File: src/rtl/vga_pkg.sv
// Shared constants and owner encoding for the VGA frame-memory write path.
package vga_pkg;

  localparam int X_W      = 10;
  localparam int Y_W      = 9;
  localparam int C_W      = 9;
  localparam int SCREEN_W = 640;
  localparam int SCREEN_H = 480;

  localparam logic [C_W-1:0] COLOR_BLACK = 9'h000;

  typedef enum logic [1:0] {
    OWN_IDLE  = 2'd0,
    OWN_D1    = 2'd1,
    OWN_D2    = 2'd2,
    OWN_CLEAR = 2'd3
  } owner_e;

  // Fair pick between requesting drawers: prefer the one not served last.
  function automatic owner_e rr_pick(input logic last_d2, input logic r1, input logic r2);
    owner_e pick;
    if (r1 && r2) begin
      pick = last_d2 ? OWN_D1 : OWN_D2;
    end else if (r1) begin
      pick = OWN_D1;
    end else if (r2) begin
      pick = OWN_D2;
    end else begin
      pick = OWN_IDLE;
    end
    return pick;
  endfunction

endpackage

File: src/rtl/vga_owner_fsm.sv
// Owner state register with round-robin memory between drawers and clear priority.
module vga_owner_fsm
  import vga_pkg::*;
(
  input  logic   clk,
  input  logic   resetn,
  input  logic   clr_act,
  input  logic   d1_req,
  input  logic   d2_req,
  output owner_e owner,
  output logic   d1_gnt,
  output logic   d2_gnt
);

  owner_e owner_q, owner_d;
  logic   last_d2_q, last_d2_d;
  logic   d1_gnt_q, d1_gnt_d;
  logic   d2_gnt_q, d2_gnt_d;

  always_comb begin
    owner_d   = OWN_IDLE;
    last_d2_d = last_d2_q;
    if (clr_act) begin
      owner_d = OWN_CLEAR;
    end else if (owner_q == OWN_D1 && d1_req) begin
      owner_d = OWN_D1;
    end else if (owner_q == OWN_D2 && d2_req) begin
      owner_d = OWN_D2;
    end else begin
      owner_d = rr_pick(last_d2_q, d1_req, d2_req);
    end

    // last_served only moves when a drawer session is (re)entered.
    if (owner_d == OWN_D1 && owner_q != OWN_D1) begin
      last_d2_d = 1'b0;
    end else if (owner_d == OWN_D2 && owner_q != OWN_D2) begin
      last_d2_d = 1'b1;
    end else begin
      last_d2_d = last_d2_q;
    end

    d1_gnt_d = (owner_d == OWN_D1);
    d2_gnt_d = (owner_d == OWN_D2);
  end

  always_ff @(posedge clk) begin
    if (!resetn) begin
      owner_q   <= OWN_IDLE;
      last_d2_q <= 1'b1;
      d1_gnt_q  <= 1'b0;
      d2_gnt_q  <= 1'b0;
    end else begin
      owner_q   <= owner_d;
      last_d2_q <= last_d2_d;
      d1_gnt_q  <= d1_gnt_d;
      d2_gnt_q  <= d2_gnt_d;
    end
  end

  assign owner  = owner_q;
  assign d1_gnt = d1_gnt_q;
  assign d2_gnt = d2_gnt_q;

endmodule

File: src/rtl/vga_write_mux.sv
// Arbitrated, registered write port into the VGA frame memory with reject counting.
module vga_write_mux
  import vga_pkg::*;
#(
  parameter int X_W   = vga_pkg::X_W,
  parameter int Y_W   = vga_pkg::Y_W,
  parameter int C_W   = vga_pkg::C_W,
  parameter int CNT_W = 16
) (
  input  logic             clk,
  input  logic             resetn,
  input  logic             clr_busy,
  input  logic [X_W-1:0]   clr_x,
  input  logic [Y_W-1:0]   clr_y,
  input  logic [C_W-1:0]   clr_color,
  input  logic             clr_write,
  input  logic             d1_req,
  output logic             d1_gnt,
  input  logic [X_W-1:0]   d1_x,
  input  logic [Y_W-1:0]   d1_y,
  input  logic [C_W-1:0]   d1_color,
  input  logic             d1_write,
  input  logic             d2_req,
  output logic             d2_gnt,
  input  logic [X_W-1:0]   d2_x,
  input  logic [Y_W-1:0]   d2_y,
  input  logic [C_W-1:0]   d2_color,
  input  logic             d2_write,
  output logic [X_W-1:0]   vga_x,
  output logic [Y_W-1:0]   vga_y,
  output logic [C_W-1:0]   vga_color,
  output logic             vga_write,
  output logic [1:0]       owner,
  output logic [CNT_W-1:0] drop_cnt
);

  owner_e owner_s;
  logic   acc1_s, acc2_s, rej1_s, rej2_s;
  logic [1:0]       rej_s;
  logic [CNT_W:0]   sum_s;

  logic [X_W-1:0]   vga_x_q, vga_x_d;
  logic [Y_W-1:0]   vga_y_q, vga_y_d;
  logic [C_W-1:0]   vga_color_q, vga_color_d;
  logic             vga_write_q, vga_write_d;
  logic [CNT_W-1:0] drop_q, drop_d;

  vga_owner_fsm u_owner_fsm (
    .clk     (clk),
    .resetn  (resetn),
    .clr_act (clr_busy | clr_write),
    .d1_req  (d1_req),
    .d2_req  (d2_req),
    .owner   (owner_s),
    .d1_gnt  (d1_gnt),
    .d2_gnt  (d2_gnt)
  );

  always_comb begin
    // A clear strobe beats any drawer, even one that currently owns the memory.
    acc1_s = !clr_write && (owner_s == OWN_D1) && d1_write;
    acc2_s = !clr_write && (owner_s == OWN_D2) && d2_write;
    rej1_s = d1_write && !acc1_s;
    rej2_s = d2_write && !acc2_s;
    rej_s  = {1'b0, rej1_s} + {1'b0, rej2_s};
    sum_s  = {1'b0, drop_q} + {{(CNT_W-1){1'b0}}, rej_s};
    drop_d = sum_s[CNT_W] ? {CNT_W{1'b1}} : sum_s[CNT_W-1:0];

    vga_x_d     = vga_x_q;
    vga_y_d     = vga_y_q;
    vga_color_d = vga_color_q;
    vga_write_d = 1'b0;
    if (clr_write) begin
      vga_x_d     = clr_x;
      vga_y_d     = clr_y;
      vga_color_d = clr_color;
      vga_write_d = 1'b1;
    end else if (acc1_s) begin
      vga_x_d     = d1_x;
      vga_y_d     = d1_y;
      vga_color_d = d1_color;
      vga_write_d = 1'b1;
    end else if (acc2_s) begin
      vga_x_d     = d2_x;
      vga_y_d     = d2_y;
      vga_color_d = d2_color;
      vga_write_d = 1'b1;
    end else begin
      vga_write_d = 1'b0;
    end
  end

  always_ff @(posedge clk) begin
    if (!resetn) begin
      vga_x_q     <= {X_W{1'b0}};
      vga_y_q     <= {Y_W{1'b0}};
      vga_color_q <= {C_W{1'b0}};
      vga_write_q <= 1'b0;
      drop_q      <= {CNT_W{1'b0}};
    end else begin
      vga_x_q     <= vga_x_d;
      vga_y_q     <= vga_y_d;
      vga_color_q <= vga_color_d;
      vga_write_q <= vga_write_d;
      drop_q      <= drop_d;
    end
  end

  assign vga_x     = vga_x_q;
  assign vga_y     = vga_y_q;
  assign vga_color = vga_color_q;
  assign vga_write = vga_write_q;
  assign owner     = owner_s;
  assign drop_cnt  = drop_q;

endmodule

File: config.mk
export PLATFORM = sky130hd
export DESIGN_NAME = vga_write_mux
export DESIGN_NICKNAME = d
export VERILOG_FILES = /design/src/rtl/vga_pkg.sv /design/src/rtl/vga_owner_fsm.sv /design/src/rtl/vga_write_mux.sv
export SDC_FILE = /design/constraint.sdc
export NUM_CORES = 1
export LEC_CHECK = 0
export BUFFER_PORTS_ARGS = -buffer_cell sky130_fd_sc_hd__buf_4
export CORE_AREA = 2 2 101 83
export DETAILED_ROUTE_END_ITERATION = 6
export DIE_AREA = 0 0 103 85
export PLACE_DENSITY = 0.68
export REMOVE_ABC_BUFFERS = 1
export SYNTH_ARGS = -nofsm -noshare
export SYNTH_HDL_FRONTEND = slang
export SYNTH_SLANG_ARGS = --single-unit
File: constraint.sdc
create_clock -name clk -period 2.8 [get_ports clk]
set_clock_uncertainty 0.05 [all_clocks]
set_input_delay 0.28 -clock clk [delete_from_list [all_inputs] [get_ports clk]]
set_output_delay 0.28 -clock clk [all_outputs]
set_load 0.01 [all_outputs]
Yosys cells after proc, flatten, opt, wreduce, memory -nomap -nowiden

Index checks and enable logic that the tools add are counted.

Flip-flop bits (word level): 50
Bits of input ports: 92
Output and inout bits: 49

Equal/unequal tests: 6
Add/subtract/negate cells: 2
Muxes and demuxes: 22
Bitwise logic cells: 1
Reduce and logical (&&, ||, !) cells: 16

Operators by type and width:

| operator                                                                 | number |
|---|---|
| 9-bit 2-to-1 mux                                                         | 6 |
| 10-bit 2-to-1 mux                                                        | 3 |
| 16-bit by 2-bit adder with 17-bit output                                 | 1 |
| 16-bit 2-to-1 mux                                                        | 1 |
| 2-bit 2-to-1 mux                                                         | 7 |
| 1-bit logical AND                                                        | 11 |
| 1-bit 2-to-1 mux                                                         | 5 |
| 2-bit by 1-bit == test with 1-bit output (second input constant)         | 2 |
| 2-bit == test (second input constant)                                    | 2 |
| 1-bit logical NOT                                                        | 3 |
| 3-bit nonzero test                                                       | 1 |
| 1-bit by 1-bit adder with 2-bit output                                   | 1 |
| 2-bit by 1-bit inequality test with 1-bit output (second input constant) | 1 |
| 2-bit inequality test (second input constant)                            | 1 |
| 2-bit nonzero test                                                       | 1 |
| 1-bit OR                                                                 | 1 |

Longest topological paths before layout

Gate-level depths: netlist of run 1.

Depth after elaboration: 10
Depth in mapped cells: 10
Depth with buffers taken out: 8

Cells and area by module

Synthesis of run 1 repeated with hierarchy kept, for this count alone.

Cell total of the unflattened synthesis: 308
Area, all modules: 2600.0 sq um

By module, submodules not included:

| module        | instances | cells each | area an instance (sq um) |
|---|---|---|---|
| vga_write_mux | 1         | 283        | 2364.8 |
| vga_owner_fsm | 1         | 25         | 235.2 |

Least setup slack after synthesis of run 1

OpenSTA, ideal clock, no wires.

Kind: input-to-reg
From: in clr_write
To: reg drop_q[12], in the netlist drop_cnt[12]
Setup time: 0.067 ns
Path slack: 0.230 ns
Required time: 2.683 ns
Data arrival time: 2.453 ns
Stages on the path: 10
Cells stage by stage: buf_2 -> buf_1 -> inv_1 -> a21boi_0 -> fa_1 -> ha_1 -> nand4_2 -> or4_4 -> buf_6 -> a21oi_2

Cells in the longest elaborated chain, start to end: 8

RTL lines:

| element                                                   | RTL line                                 | RTL |
|---|---|---|
| start: declaration                                        | vga_write_mux.sv:16                      | `input logic clr_write,` |
| 1-bit logical NOT (*)                                     | vga_write_mux.sv:61, vga_write_mux.sv:62 |  |
| 1-bit logical AND, on equally long branches (2 in series) | vga_write_mux.sv:61, vga_write_mux.sv:62 |  |
| 1-bit logical NOT, on equally long branches               | vga_write_mux.sv:63, vga_write_mux.sv:64 |  |
| 1-bit logical AND, on equally long branches               | vga_write_mux.sv:63, vga_write_mux.sv:64 |  |
| 1-bit by 1-bit adder with 2-bit output (*)                | vga_write_mux.sv:65                      | `rej_s = {1'b0, rej1_s} + {1'b0, rej2_s};` |
| 16-bit by 2-bit adder with 17-bit output (*)              | vga_write_mux.sv:66                      | `sum_s = {1'b0, drop_q} + {{(CNT_W-1){1'b0}}, rej_s};` |
| 16-bit 2-to-1 mux (*)                                     | vga_write_mux.sv:67                      | `drop_d = sum_s[CNT_W] ? {CNT_W{1'b1}} : sum_s[CNT_W-1:0];` |
| end signal: assignment                                    | vga_write_mux.sv:99                      | `drop_q <= {CNT_W{1'b0}};` |
| end signal: assignment                                    | vga_write_mux.sv:105                     | `drop_q <= drop_d;` |
| end: declaration                                          | vga_write_mux.sv:46                      | `logic [CNT_W-1:0] drop_q, drop_d;` |

Mark *: on every way between the ends. The rest lies on a longest branch, timed or not.
A chain may end at the register's enable or synchronous reset.

Worst setup path in the final report of run 1

From: reg u_owner_fsm.owner_q[0], in the netlist u_owner_fsm.owner[0]
To: reg drop_q[0], in the netlist drop_cnt[0]

Cells in the longest elaborated chain, start to end: 8

RTL lines:

| element                                                                          | RTL line                                 | RTL |
|---|---|---|
| start: declaration                                                               | vga_owner_fsm.sv:15                      | `owner_e owner_q, owner_d;` |
| start signal: assignment                                                         | vga_owner_fsm.sv:53                      | `owner_q <= owner_d;` |
| 2-bit by 1-bit == test with 1-bit output / 2-bit == test (equally long branches) | vga_write_mux.sv:61, vga_write_mux.sv:62 |  |
| 1-bit logical AND, on equally long branches (2 in series)                        | vga_write_mux.sv:61, vga_write_mux.sv:62 |  |
| 1-bit logical NOT, on equally long branches                                      | vga_write_mux.sv:63, vga_write_mux.sv:64 |  |
| 1-bit logical AND, on equally long branches                                      | vga_write_mux.sv:63, vga_write_mux.sv:64 |  |
| 1-bit by 1-bit adder with 2-bit output (*)                                       | vga_write_mux.sv:65                      |  |
| 16-bit by 2-bit adder with 17-bit output (*)                                     | vga_write_mux.sv:66                      |  |
| 16-bit 2-to-1 mux (*)                                                            | vga_write_mux.sv:67                      |  |

Marked as above.

==> results.cfg, run 1 <==
[place]
dp_hpwl_um = 5740
finalWeightedCongestion = 0.839
place.detailed.instances = 565
dpl-instance-area_mm2 = 0.00376
numPortBuffers = 140

[yosys]
synth_fa_ha_area_frac = 0.0123
yosys_register_bits = 50
complex_gate_fraction_of_the_synthesized_area = 0.314
sequential_element_share_of_the_synthesized_area = 0.379
async_flop_share = 0
post-synth-top-area-cell = dfxtp_1
syn_area_per_cell_um2 = 7.97
main_combinational_cell_family_by_area_after_synthesis = compound AO/OA/AOI/OAI gates
synthesis.instances = 331
synth-edff-count = 0
synthSimpleGateAreaFrac = 0.167
synth_flop_cell = dfxtp_1
post_synth_num_cell_types = 46
yosys_warnings = 0
netlist_area_mm2 = 0.00264
synthMuxAreaShare = 0
post-synth-top-area-fraction = 0.379
post_synth_xor_area_fraction = 0.0332
yosys-top-cells-area = dfxtp_1, a22o_1, nand2_1

[clock_tree]
numClockSinks = 50
tritoncts.num_buffers = 5
clk_latency_ps = 300
ctsResizeCount = 0
cts_setup_buffers = 0
cts_hold_repair.buffers = 0
tritoncts = yes
cts_htree_levels = 2
number_of_buffers_on_the_longest_clock_path = 2
clk_pin_slew_ps = 100
clockRootBuffer = clkbuf_8

[outcome]
run_status = finished clean

[power]
cellPowerDensity_mw_per_mm2 = 441
total_power_consumption_mw = 1.71
maximum_ir_drop_on_the_vdd_rail_v = 0.000224
power_leakage_nw = 1.89

[setup_path]
worstSetupPathType = reg2reg
timing.critical_path.required_ps = 2980
critical_path_startpoint = u_owner_fsm.owner[0]
worst_setup_path_end_kind = flip-flop
start_kind = flip-flop
critical_path_peak_fanout = 12
reg2reg_depth = 7
crit_end = drop_cnt[0]
timing.rr.start = u_owner_fsm.owner[0]
r2r_end = drop_cnt[0]
arrival_ps = 2710
worst-r2r-setup-slack_ps = 280

[routing]
wire_per_inst_um = 13.2
routed-via-count = 2755
drt_iter0_markers = 86
drt-vias-per-instance = 4.81
dr.pass1.iters = 5
drt.antenna.violating_nets = 0
detail_route.wirelength_um = 7570
drcViolationCount = 0

[timing]
headroom_to_the_max_slew_limit = 0.479
report.final.setup_viol = 0
max_clock_freq_ghz = 0.396
fin_tns_setup_ps = 0
max_slew_violation_count = 0
hold_viol_final = 0
rsz0062_at_grt = false
tightest_slew_ps = 779
min_period_over_period = 0.901
period_needed_ps = 2520

[layout]
drive_above_1_share = 0.389
post-route-cell-area_mm2 = 0.00387
area.growth.synth_to_final_pct = 46.8
final.fill_count = 800
nNetsFinal = 558
diode_count = 0
layoutNonFillerInstCount = 573

[floorplanning]
die_w_um = 103
core.rowCount = 29
core_region_area_mm2 = 0.00776
dieHeight_um = 85
die_area_mm2 = 0.00876
ios = 141
floorplan.initialDensity = 0.340

[grt]
grt.total_usage = 0.170
grt_start_max_net_pins = 46
number_of_global_route_vias_before_repair = 2524
gr-total-overflow = 0
antenna_found_initial = 0
wire_length_of_the_first_global_routing_pass_um = 12000

[flow_run]
max_cap_viol_count = 0

[hold_path]
worstHoldPathType = in2reg
[report_power, final]
group          internal, mW  switching, mW  total [mW]  leakage [nW]
logic                 0.222          0.187       0.408          1.42
registers             0.760         0.0346       0.795         0.411
clock network         0.268          0.236       0.504        0.0585
[cells by family (layout without fill, tap and decap cells)]
family	after synthesis	count (layout)
AND/OR/NAND/NOR	95	95
adder cells (fa/ha/maj)	2	2
buffers and inverters	57	191
XOR/XNOR	10	10
AO/OA/AOI/OAI	117	117
flip-flops	50	50
[worst min-delay path by stage]
| stage | start | to | slack, ps | depth (start not counted) |
|---|---|---|---|---|
| after floorplan | resetn | u_owner_fsm.last_d2_q | 310 | 1 |
| final | resetn | u_owner_fsm.last_d2_q | 190 | 2 |
| after CTS | clr_busy | u_owner_fsm.owner[0] | 180 | 2 |
| after global routing | clr_busy | u_owner_fsm.owner[0] | 180 | 2 |
| after global placement | vga_color[0] | vga_color[0] | 390 | 2 |
| after detailed placement | vga_y[0] | vga_y[0] | 390 | 2 |
[cells in the final DEF (no fill, tap or decap), drive strengths merged, types with 3 or more instances in the layout]
cell      n
nor2      5
inv      39
a22o     28
nor2b     3
o21ai    31
xnor2     9
nand3     8
a21oi    45
nand2    62
nor4      5
buf     145
dfxtp    50
clkbuf    5
[flip-flops by register name, summed over array words and instances, names as in the netlist]
| signal | count |
|---|---|
| u_owner_fsm.d1_gnt | 1 |
| vga_y | 9 |
| u_owner_fsm.d2_gnt | 1 |
| u_owner_fsm.last_d2_q | 1 |
| u_owner_fsm.owner | 2 |
| vga_color | 9 |
| vga_x | 10 |
| vga_write | 1 |
| drop_cnt | 16 |
[critical path: stages (launching register included)]
cell	delay, ps
dfxtp_1	360
nor2b_1	170
a21boi_0	260
fa_1	310
ha_1	260
nand4_2	240
or4_4	640
a21oi_1	170
[cells in the mapped netlist, types with 3 or more instances]
master / count
nor2b_1: 3
buf_2: 4
a22o_1: 28
buf_6: 3
nor2_1: 5
buf_1: 5
xnor2_1: 9
o21ai_2: 20
clkbuf_1: 4
nand2_1: 62
o21ai_0: 11
inv_1: 37
dfxtp_1: 50
a21oi_1: 44
nor4_1: 4
nand3_1: 8
[per-layer routing]
metal	vias up	routed length, um	GRT usage
met5	-	0	0
met4	0	34	0.0287
met3	2	489	0.0387
met2	85	3650	0.281
met1	1258	3400	0.232
li1	1410	-	-
[through the flow]
| step | util | worst slack [ps] | hold slack [ps] |
|---|---|---|---|
| detailed placement | 0.484 | 224 | 393 |
| global route | 0.499 | 24.4 | 180 |
| floorplan | - | 430 | 311 |
| finish | 0.499 | 277 | 191 |
| global placement | 0.484 | 294 | 386 |
| CTS | 0.499 | 275 | 180 |
[cell type report]
type	count	area, um^2	area share
Clock inverter	3	43.8	0.0113
Inverter	38	143	0.0368
Timing Repair Buffer	145	1090	0.281
Sequential cell	50	1000	0.258
Multi-Input combinational cell	224	1390	0.360
Tap cell	108	135	0.0349
Clock buffer	5	68.8	0.0178
(Power assumes the default switching activity.)
==> run 2: changes to the inputs <==
ABC_AREA = 1   (was not set)
CORE_AREA = 2 2 109 90   (was 2 2 101 83)
DIE_AREA = 0 0 111 92   (was 0 0 103 85)
PLACE_DENSITY = 0.66   (was 0.68)
==> run 2 against run 1 <==
Via count up 29%; clock-buffer cell count is the same; power rose by 8.9%; global-route usage is 0.60 points higher; final area is 14% higher; die area increased by 17%; critical path depth is 6 higher; cell count is 41% higher; worst hold slack better by 36 ps; register-to-register slack worse by 30 ps; worst setup slack got worse by 33 ps; non-clock buffer count grew 2; critical path type unchanged; highest routed layer unchanged.
==> results.cfg, run 2 <==
[outcome]
run_status = finished clean

[layout]
sequential_cell_area_mm2 = 0.00100
area.growth.synth_to_final_pct = 41.0
drive_above_1_share = 0.231
final.fill_count = 991
diode_count = 0
layoutNonFillerInstCount = 806
highest_count_cells_in_the_layout_ignoring_fill_and_taps = nand2_1, buf_4, inv_1
largest_register_ff_count = 16
layout.core_utilization = 0.478
nNetsFinal = 780
multiInputGateArea_mm2 = 0.00148
mostFrequentLayoutCell = nand2_1
post-route-cell-area_mm2 = 0.00442

[yosys]
netlist_area_mm2 = 0.00313
synth-edff-count = 0
yosys-top-cells-area = dfxtp_1, nand2_1, inv_1
post-synth-top-count-cell = nand2_1
yosys_warnings = 0
post-synth-top-area-fraction = 0.319
syn_area_per_cell_um2 = 5.64
post-synth-top-area-cell = dfxtp_1
synth.cells.most_frequent = nand2_1, inv_1, nor2_1
synthesis.instances = 556
sequential_element_share_of_the_synthesized_area = 0.319
yosys_register_bits = 50
synth_flop_cell = dfxtp_1
post_synth_num_cell_types = 24
async_flop_share = 0

[timing]
fin_hold_ws_ps = 227
report.final.setup_viol = 0
headroom_to_the_max_slew_limit = 0.711
final_critical_path_setup_slack_ps = 244
period_needed_ps = 2560
hold_viol_final = 0
min_period_over_period = 0.913
tightest_slew_ps = 434
rsz0062_at_grt = false
max_slew_violation_count = 0
max_clock_freq_ghz = 0.391

[grt]
wire_length_of_the_first_global_routing_pass_um = 15000
antenna_found_initial = 0
grt.total_usage = 0.176
grt_start_max_net_pins = 38
number_of_global_route_vias_before_repair = 3260
gr-total-overflow = 0

[routing]
drt_iter0_markers = 216
dr.pass1.iters = 5
detail_route.wirelength_um = 9030
drcViolationCount = 0
drt.antenna.violating_nets = 0
routed-via-count = 3553
drt-vias-per-instance = 4.41
wire_per_inst_um = 11.2

[place]
pre_cts_setup_slack_ps = 307
finalWeightedCongestion = 0.819
dpl-instance-area_mm2 = 0.00427
place.detailed.instances = 798
dp_hpwl_um = 6800
numPortBuffers = 140

[setup_path]
crit_path_frequent_cell = inv_1
max_stage_delay_ps = 430
critical-path-slowest-cell = dfxtp_1
worstSetupPathType = reg2reg
start_kind = flip-flop
worstPathCellList = nand2_1, o21ai_0, inv_1, fa_1, ha_1, nand3_1, inv_1, nand2_1, inv_1, nand2_1, inv_1, nor2_1, nor2_1
worst_setup_path_end_kind = flip-flop
arrival_ps = 2680
timing.critical_path.required_ps = 2920
critical_path_peak_fanout = 9

[floorplanning]
core_region_area_mm2 = 0.00925
die_w_um = 111
ios = 141
floorplan.initialDensity = 0.339
dieHeight_um = 92
core.rowCount = 32
die_area_mm2 = 0.0102

[clock_tree]
tritoncts.num_buffers = 5
ctsResizeCount = 0
cts_setup_buffers = 0
cts_htree_levels = 2
tritoncts = yes
cts_hold_repair.buffers = 0
clk_latency_ps = 290
clk_pin_slew_ps = 80
clockRootBuffer = clkbuf_16
numClockSinks = 50
number_of_buffers_on_the_longest_clock_path = 2

[hold_path]
worstHoldPathType = in2reg

[power]
power_leakage_nw = 2.66
cellPowerDensity_mw_per_mm2 = 421
maximum_ir_drop_on_the_vdd_rail_v = 0.000272

[flow_run]
max_cap_viol_count = 0
==> run 2: cells by family (layout without fill, tap and decap cells) <==
group                      after synthesis  in the layout  share of synthesized area
adders and majority gates                2              2                     0.0104
buffers and inverters                  166            297                      0.209
xor gates and xnor gates                 7              7                     0.0196
and+or+nand+nor                        289            289                      0.373
AOI/OAI and AO/OA                       42             42                     0.0687
DFF                                     50             50                      0.319
==> run 2: per-layer routing <==
| layer | part of all wire | vias to the layer above | wire [um] | track usage |
|---|---|---|---|---|
| li1 | - | 1886 | - | - |
| met1 | 0.47 | 1542 | 4250 | 0.231 |
| met2 | 0.47 | 116 | 4210 | 0.304 |
| met3 | 0.055 | 9 | 501 | 0.0344 |
| met4 | 0.0087 | 0 | 79 | 0.0375 |
| met5 | 0 | - | 0 | 0 |
==> run 2: final cells by class <==
class,instances,area share
Clock buffer,5,0.0283
Timing Repair Buffer,147,0.250
Inverter,142,0.121
Sequential cell,50,0.226
Multi-Input combinational cell,340,0.335
Clock inverter,3,0.00594
Tap cell,119,0.0337
==> run 2: path summary, 6_finish.rpt <==
kind,start,to,slack (ps),cells after the start
max,u_owner_fsm.owner[1],drop_cnt[8],240,13
min reg2reg,vga_color[5],vga_color[5],470,4
max reg2reg,u_owner_fsm.owner[1],drop_cnt[8],240,13
min,clr_busy,u_owner_fsm.d1_gnt,230,4
==> run 2: through the flow <==
stage	power, mW	setup TNS [ps]
3_3_place_gp	1.25	0
2_1_floorplan	1.01	-2650
5_1_grt	1.97	0
6_report	1.86	0
3_5_place_dp	1.25	0
4_1_cts	1.89	0
==> run 2: worst max-delay path: cells and delay by family (launching register included) <==
kind                       cells  cell delay, ps
DFF                            1             430
and+or+nand+nor                6             790
buffers and inverters          4             340
adders and majority gates      2             640
AOI/OAI and AO/OA              1             190
==> run 2: power by group <==
group	switching [mW]	leakage, nW	internal, mW
Combinational	0.218	2.18	0.222
Sequential	0.0321	0.412	0.760
Clock	0.287	0.0748	0.340
Total	0.538	2.66	1.32
